===== config.mk =====
export PLATFORM = sky130hd
export DESIGN_NAME = rf_wb_arbiter
export DESIGN_NICKNAME = d
export VERILOG_FILES = /design/src/rtl/rf_wb_arbiter.sv
export SDC_FILE = /design/constraint.sdc
export NUM_CORES = 1
export LEC_CHECK = 0
export ABC_AREA = 1
export CORE_AREA = 4 4 102 104
export CTS_BUF_LIST = sky130_fd_sc_hd__clkbuf_4
export DETAILED_ROUTE_END_ITERATION = 12
export DIE_AREA = 0 0 106 108
export PLACE_DENSITY = 0.89
export SLEW_MARGIN = 20
export SYNTH_ARGS = -nofsm -noshare
export SYNTH_HDL_FRONTEND = slang
export SYNTH_SLANG_ARGS = --single-unit
export TNS_END_PERCENT = 20

===== constraint.sdc =====
create_clock -name clk_in -period 6.1 [get_ports clk_in]
set_clock_uncertainty 0.15 [all_clocks]
set_input_delay 1.83 -clock clk_in [delete_from_list [all_inputs] [get_ports clk_in]]
set_output_delay 1.83 -clock clk_in [all_outputs]
set_load 0.02 [all_outputs]

===== src/rtl/rf_wb_arbiter.sv =====
// Round-robin arbiter sharing the register-file write port among writeback requesters,
// with a registered write stage and a pending-write scoreboard for RAW hazard stalls.
module rf_wb_arbiter #(
  parameter int unsigned NUM_REQ = 3,
  parameter int unsigned ADDR_W  = 5,
  parameter int unsigned DATA_W  = 32
) (
  input  logic                       clk_in,
  input  logic                       rst_in,
  input  logic [NUM_REQ-1:0]         req_valid_in,
  output logic [NUM_REQ-1:0]         req_ready_out,
  input  logic [NUM_REQ*ADDR_W-1:0]  req_addr_in,
  input  logic [NUM_REQ*DATA_W-1:0]  req_data_in,
  input  logic                       issue_valid_in,
  input  logic [ADDR_W-1:0]          issue_addr_in,
  output logic                       rf_wr_en_out,
  output logic [ADDR_W-1:0]          rf_rd_addr_out,
  output logic [DATA_W-1:0]          rf_rd_data_out,
  output logic [2:0]                 grant_id_out,
  output logic [31:0]                busy_out
);

  logic [2:0]         r_last_grant;
  logic               r_wr_en;
  logic [ADDR_W-1:0]  r_addr;
  logic [DATA_W-1:0]  r_data;
  logic [2:0]         r_grant_id;
  logic [31:0]        r_busy;

  logic [NUM_REQ-1:0] w_ready;
  logic               w_xfer;
  logic [2:0]         w_grant_idx;
  logic [ADDR_W-1:0]  w_sel_addr;
  logic [DATA_W-1:0]  w_sel_data;
  logic [31:0]        w_busy_d;

  // Two passes: indices above the last grant first, then wrap to the rest.
  always_comb begin
    w_ready     = '0;
    w_xfer      = 1'b0;
    w_grant_idx = '0;
    w_sel_addr  = '0;
    w_sel_data  = '0;
    for (int unsigned i = 0; i < NUM_REQ; i++) begin
      if (!w_xfer && req_valid_in[i] && (i > 32'(r_last_grant))) begin
        w_xfer      = 1'b1;
        w_ready[i]  = 1'b1;
        w_grant_idx = 3'(i);
        w_sel_addr  = req_addr_in[i*ADDR_W +: ADDR_W];
        w_sel_data  = req_data_in[i*DATA_W +: DATA_W];
      end
    end
    for (int unsigned i = 0; i < NUM_REQ; i++) begin
      if (!w_xfer && req_valid_in[i] && (i <= 32'(r_last_grant))) begin
        w_xfer      = 1'b1;
        w_ready[i]  = 1'b1;
        w_grant_idx = 3'(i);
        w_sel_addr  = req_addr_in[i*ADDR_W +: ADDR_W];
        w_sel_data  = req_data_in[i*DATA_W +: DATA_W];
      end
    end
  end

  // Clear on commit, then set on issue so a newer writer keeps the bit pending.
  always_comb begin
    w_busy_d = r_busy;
    if (r_wr_en) begin
      w_busy_d[r_addr] = 1'b0;
    end
    if (issue_valid_in) begin
      w_busy_d[issue_addr_in] = 1'b1;
    end
    w_busy_d[0] = 1'b0;
  end

  always_ff @(posedge clk_in or posedge rst_in) begin
    if (rst_in) begin
      r_last_grant <= 3'(NUM_REQ - 1);
      r_wr_en      <= 1'b0;
      r_addr       <= '0;
      r_data       <= '0;
      r_grant_id   <= '0;
      r_busy       <= '0;
    end else begin
      r_busy <= w_busy_d;
      if (w_xfer) begin
        r_wr_en      <= (w_sel_addr != '0);
        r_addr       <= w_sel_addr;
        r_data       <= w_sel_data;
        r_grant_id   <= w_grant_idx;
        r_last_grant <= w_grant_idx;
      end else begin
        r_wr_en <= 1'b0;
      end
    end
  end

  assign req_ready_out  = w_ready;
  assign rf_wr_en_out   = r_wr_en;
  assign rf_rd_addr_out = r_addr;
  assign rf_rd_data_out = r_data;
  assign grant_id_out   = r_grant_id;
  assign busy_out       = r_busy;

endmodule

==> run metrics <==
Clock Sink Count 72; Core Region 9550 sq um; Clk pwr share 16.3%; post-synthesis async set-or-reset flop share 100%; largest net degree at the start of global routing 44; DRC viols 0; Worst-Margin Slew 0.977 ns; CTS tree yes; net switching power 0.807 mW; sequential share of power 36.2%; number of DRC violations after detailed-routing iteration 0 202; hold buffer count at cts 0; CP endpoint kind output port; IR drop worst, VDD 0.000180 V; vias in the first global route 3,979; grt ovf 0; post-place setup slack 0.613 ns; Post-CTS Setup Bufs 0; Clock Path Buffers 2; Cell Int Power 1.27 mW; Die ar. 11,400 sq um; CP Data Arrival Time 3.51 ns; # port buffers 195; Initial Util 36.9%; drt first pass iters 7; layout cell share with drive strength beyond 1 4.68%; Core Rows 36; warnings from Yosys 0; Max Cap Viol 0; first-pass GRT wire length 19.3 mm; Rel. slew slack 34.8%; Synth area leaders dfrtp_1 50%, nand2_1 11%, o21ai_0 9.2%, nor2_1 5.7%, nand3_1 4.8%; Clk pin slew, worst setup/hold paths 0.12 ns; HPWL Detailed 9.77 mm; fin crit share 90.0%; Post-synth top cells 101 x nand2_1, 71 x dfrtp_1, 65 x o21ai_0, 54 x nor2_1, 34 x nand3_1; most area-hungry cell type in the Yosys netlist dfrtp_1; slowest stage cell, crit path clkdlybuf4s50_1; Power Density 363 nW/um^2; synthesized area 3530 sq um; logic gate share of total power 47.5%; Die W 106 um; Synth Flop Type dfrtp_1; #FFs+latches synth 72; Max Clock Freq 0.182 GHz; Final nets 758; Setup-failing EPs final 0; number of CTS-inserted buffers 9; htree depth 3; type of origin of the critical path input pin; final hold viol count 0; most frequent cell after synthesis nand2_1; critical path, cell by cell clkdlybuf4s50_1 -> nand2_2 -> nand3_2 -> inv_2 -> clkdlybuf4s50_1; switching share of power 38.9%; fillers 828; drt wl/cell 16.1 um; crit-path max FO 14; FF-to-FF path depth 7; Die Span Y 108 um; Synth Instances 444; post-route ant nets 0; IO Pins 198; Worst Path Required 4.12 ns; CP peak stage delay 0.61 ns; Total Power 2.08 mW; most frequent CP cell clkdlybuf4s50_1; clk root buf clkbuf_4; Hold Crit Class reg2reg; initial antenna violation count 0; fin crit period 5.49 ns; Max Slew Vio Count 0; RePlAce Congestion 0.947; n_diodes 0; Area Overhead vs Synth 62.1%; DR vias 3,907; worst-skew pair later-pin latency 0.40 ns; setup TNS 0 ns; leakage power figure 2.47 nW; post_cts resized 0; number of synthesized flops with an enable pin 0; hold depth 2; Mapped Avg Cell Area 7.95 sq um; synth unique cells 26; status completed; Final WS setup 0.610 ns; RSZ-0062 raised after global routing no; register area share after synthesis 51.1%; Vias/cell 5.05; Routed WL 12.4 mm; post-synth top area share 50.4%; critical path class in2out; gr usage total 21.3%
-- per-layer routing --
metal | global-route usage, % | vias up | wire (um)
met3 | 7.28 | 25 | 1160
met4 | 8.79 | 0 | 250
met5 | 0 | - | 0
li1 | - | 1862 | -
met1 | 23.9 | 1798 | 4760
met2 | 37.1 | 222 | 6280
-- flip-flops by register name (all words and copies together) (netlist names) --
register,count
busy_out,31
grant_id_out,1
rf_rd_data_out,32
r_last_grant,2
rf_rd_addr_out,5
rf_wr_en_out,1
-- logic make-up (layout without fill, tap and decap cells) --
| logic type | after synthesis | count (layout) | synth area share (%) |
|---|---|---|---|
| and+or+nand+nor | 198 | 198 | 23.2 |
| AOI/OAI and AO/OA | 121 | 121 | 18.7 |
| other | 1 | 2 | 0.106 |
| DFF | 72 | 72 | 51.1 |
| buffers and inverters | 52 | 248 | 6.95 |
-- area by class of cell --
cell class,instances,area (sq um),area share [%]
Multi-Input combinational cell,321,1480,26.0
Timing Repair Buffer,199,1980,34.7
Tap cell,133,166,2.91
Clock inverter,6,83.8,1.47
Sequential cell,72,1800,31.5
Inverter,33,124,2.17
Clock buffer,10,75.1,1.31
-- power by group through the flow --
stage	logic, mW	clock network [mW]	registers [mW]
floorplan	0.268	0	0.945
global placement	0.964	0	0.752
detailed placement	0.989	0	0.760
CTS	0.992	0.346	0.750
global route	1.05	0.368	0.773
finish	0.987	0.338	0.751
-- final timing paths --
path	start	to	slack [ns]
setup / recovery	req_valid_in[2]	req_ready_out[0]	0.61
min in group asynchronous	rst_in	rf_rd_data_out[23]	1.68
max in group asynchronous	rst_in	r_last_grant[1]	3.13
setup reg to reg	r_last_grant[1]	rf_rd_data_out[29]	3.22
hold reg to reg	grant_id_out[1]	grant_id_out[1]	0.35
hold / removal	grant_id_out[1]	grant_id_out[1]	0.35
-- worst max-delay path, delay by kind of cell --
kind                   cells  cell delay [ns]
buffers and inverters      3             1.22
and+or+nand+nor            2             0.44
-- layout by cell type (no fill, tap or decap), types with 3 or more instances in the layout --
| cell | count |
|---|---|
| a21oi_1 | 28 |
| a22oi_1 | 6 |
| a31oi_1 | 10 |
| buf_4 | 4 |
| clkbuf_4 | 10 |
| clkdlybuf4s50_1 | 195 |
| dfrtp_1 | 71 |
| inv_1 | 29 |
| inv_2 | 4 |
| nand2_1 | 101 |
| nand2_2 | 3 |
| nand3_1 | 34 |
| nor2_1 | 54 |
| o211ai_1 | 4 |
| o21ai_0 | 65 |
| o21bai_1 | 5 |
-- stage by stage --
stage	instances	instance area [sq um]	utilization (%)	hold WS, ns
after CTS	774	5720	59.9	0.354
final	774	5720	59.9	0.345
after floorplan	445	3530	-	0.335
after detailed placement	758	5560	58.2	0.325
after global routing	774	5720	59.9	0.394
after global placement	758	5560	58.2	0.314
(Power assumes the default switching activity.)
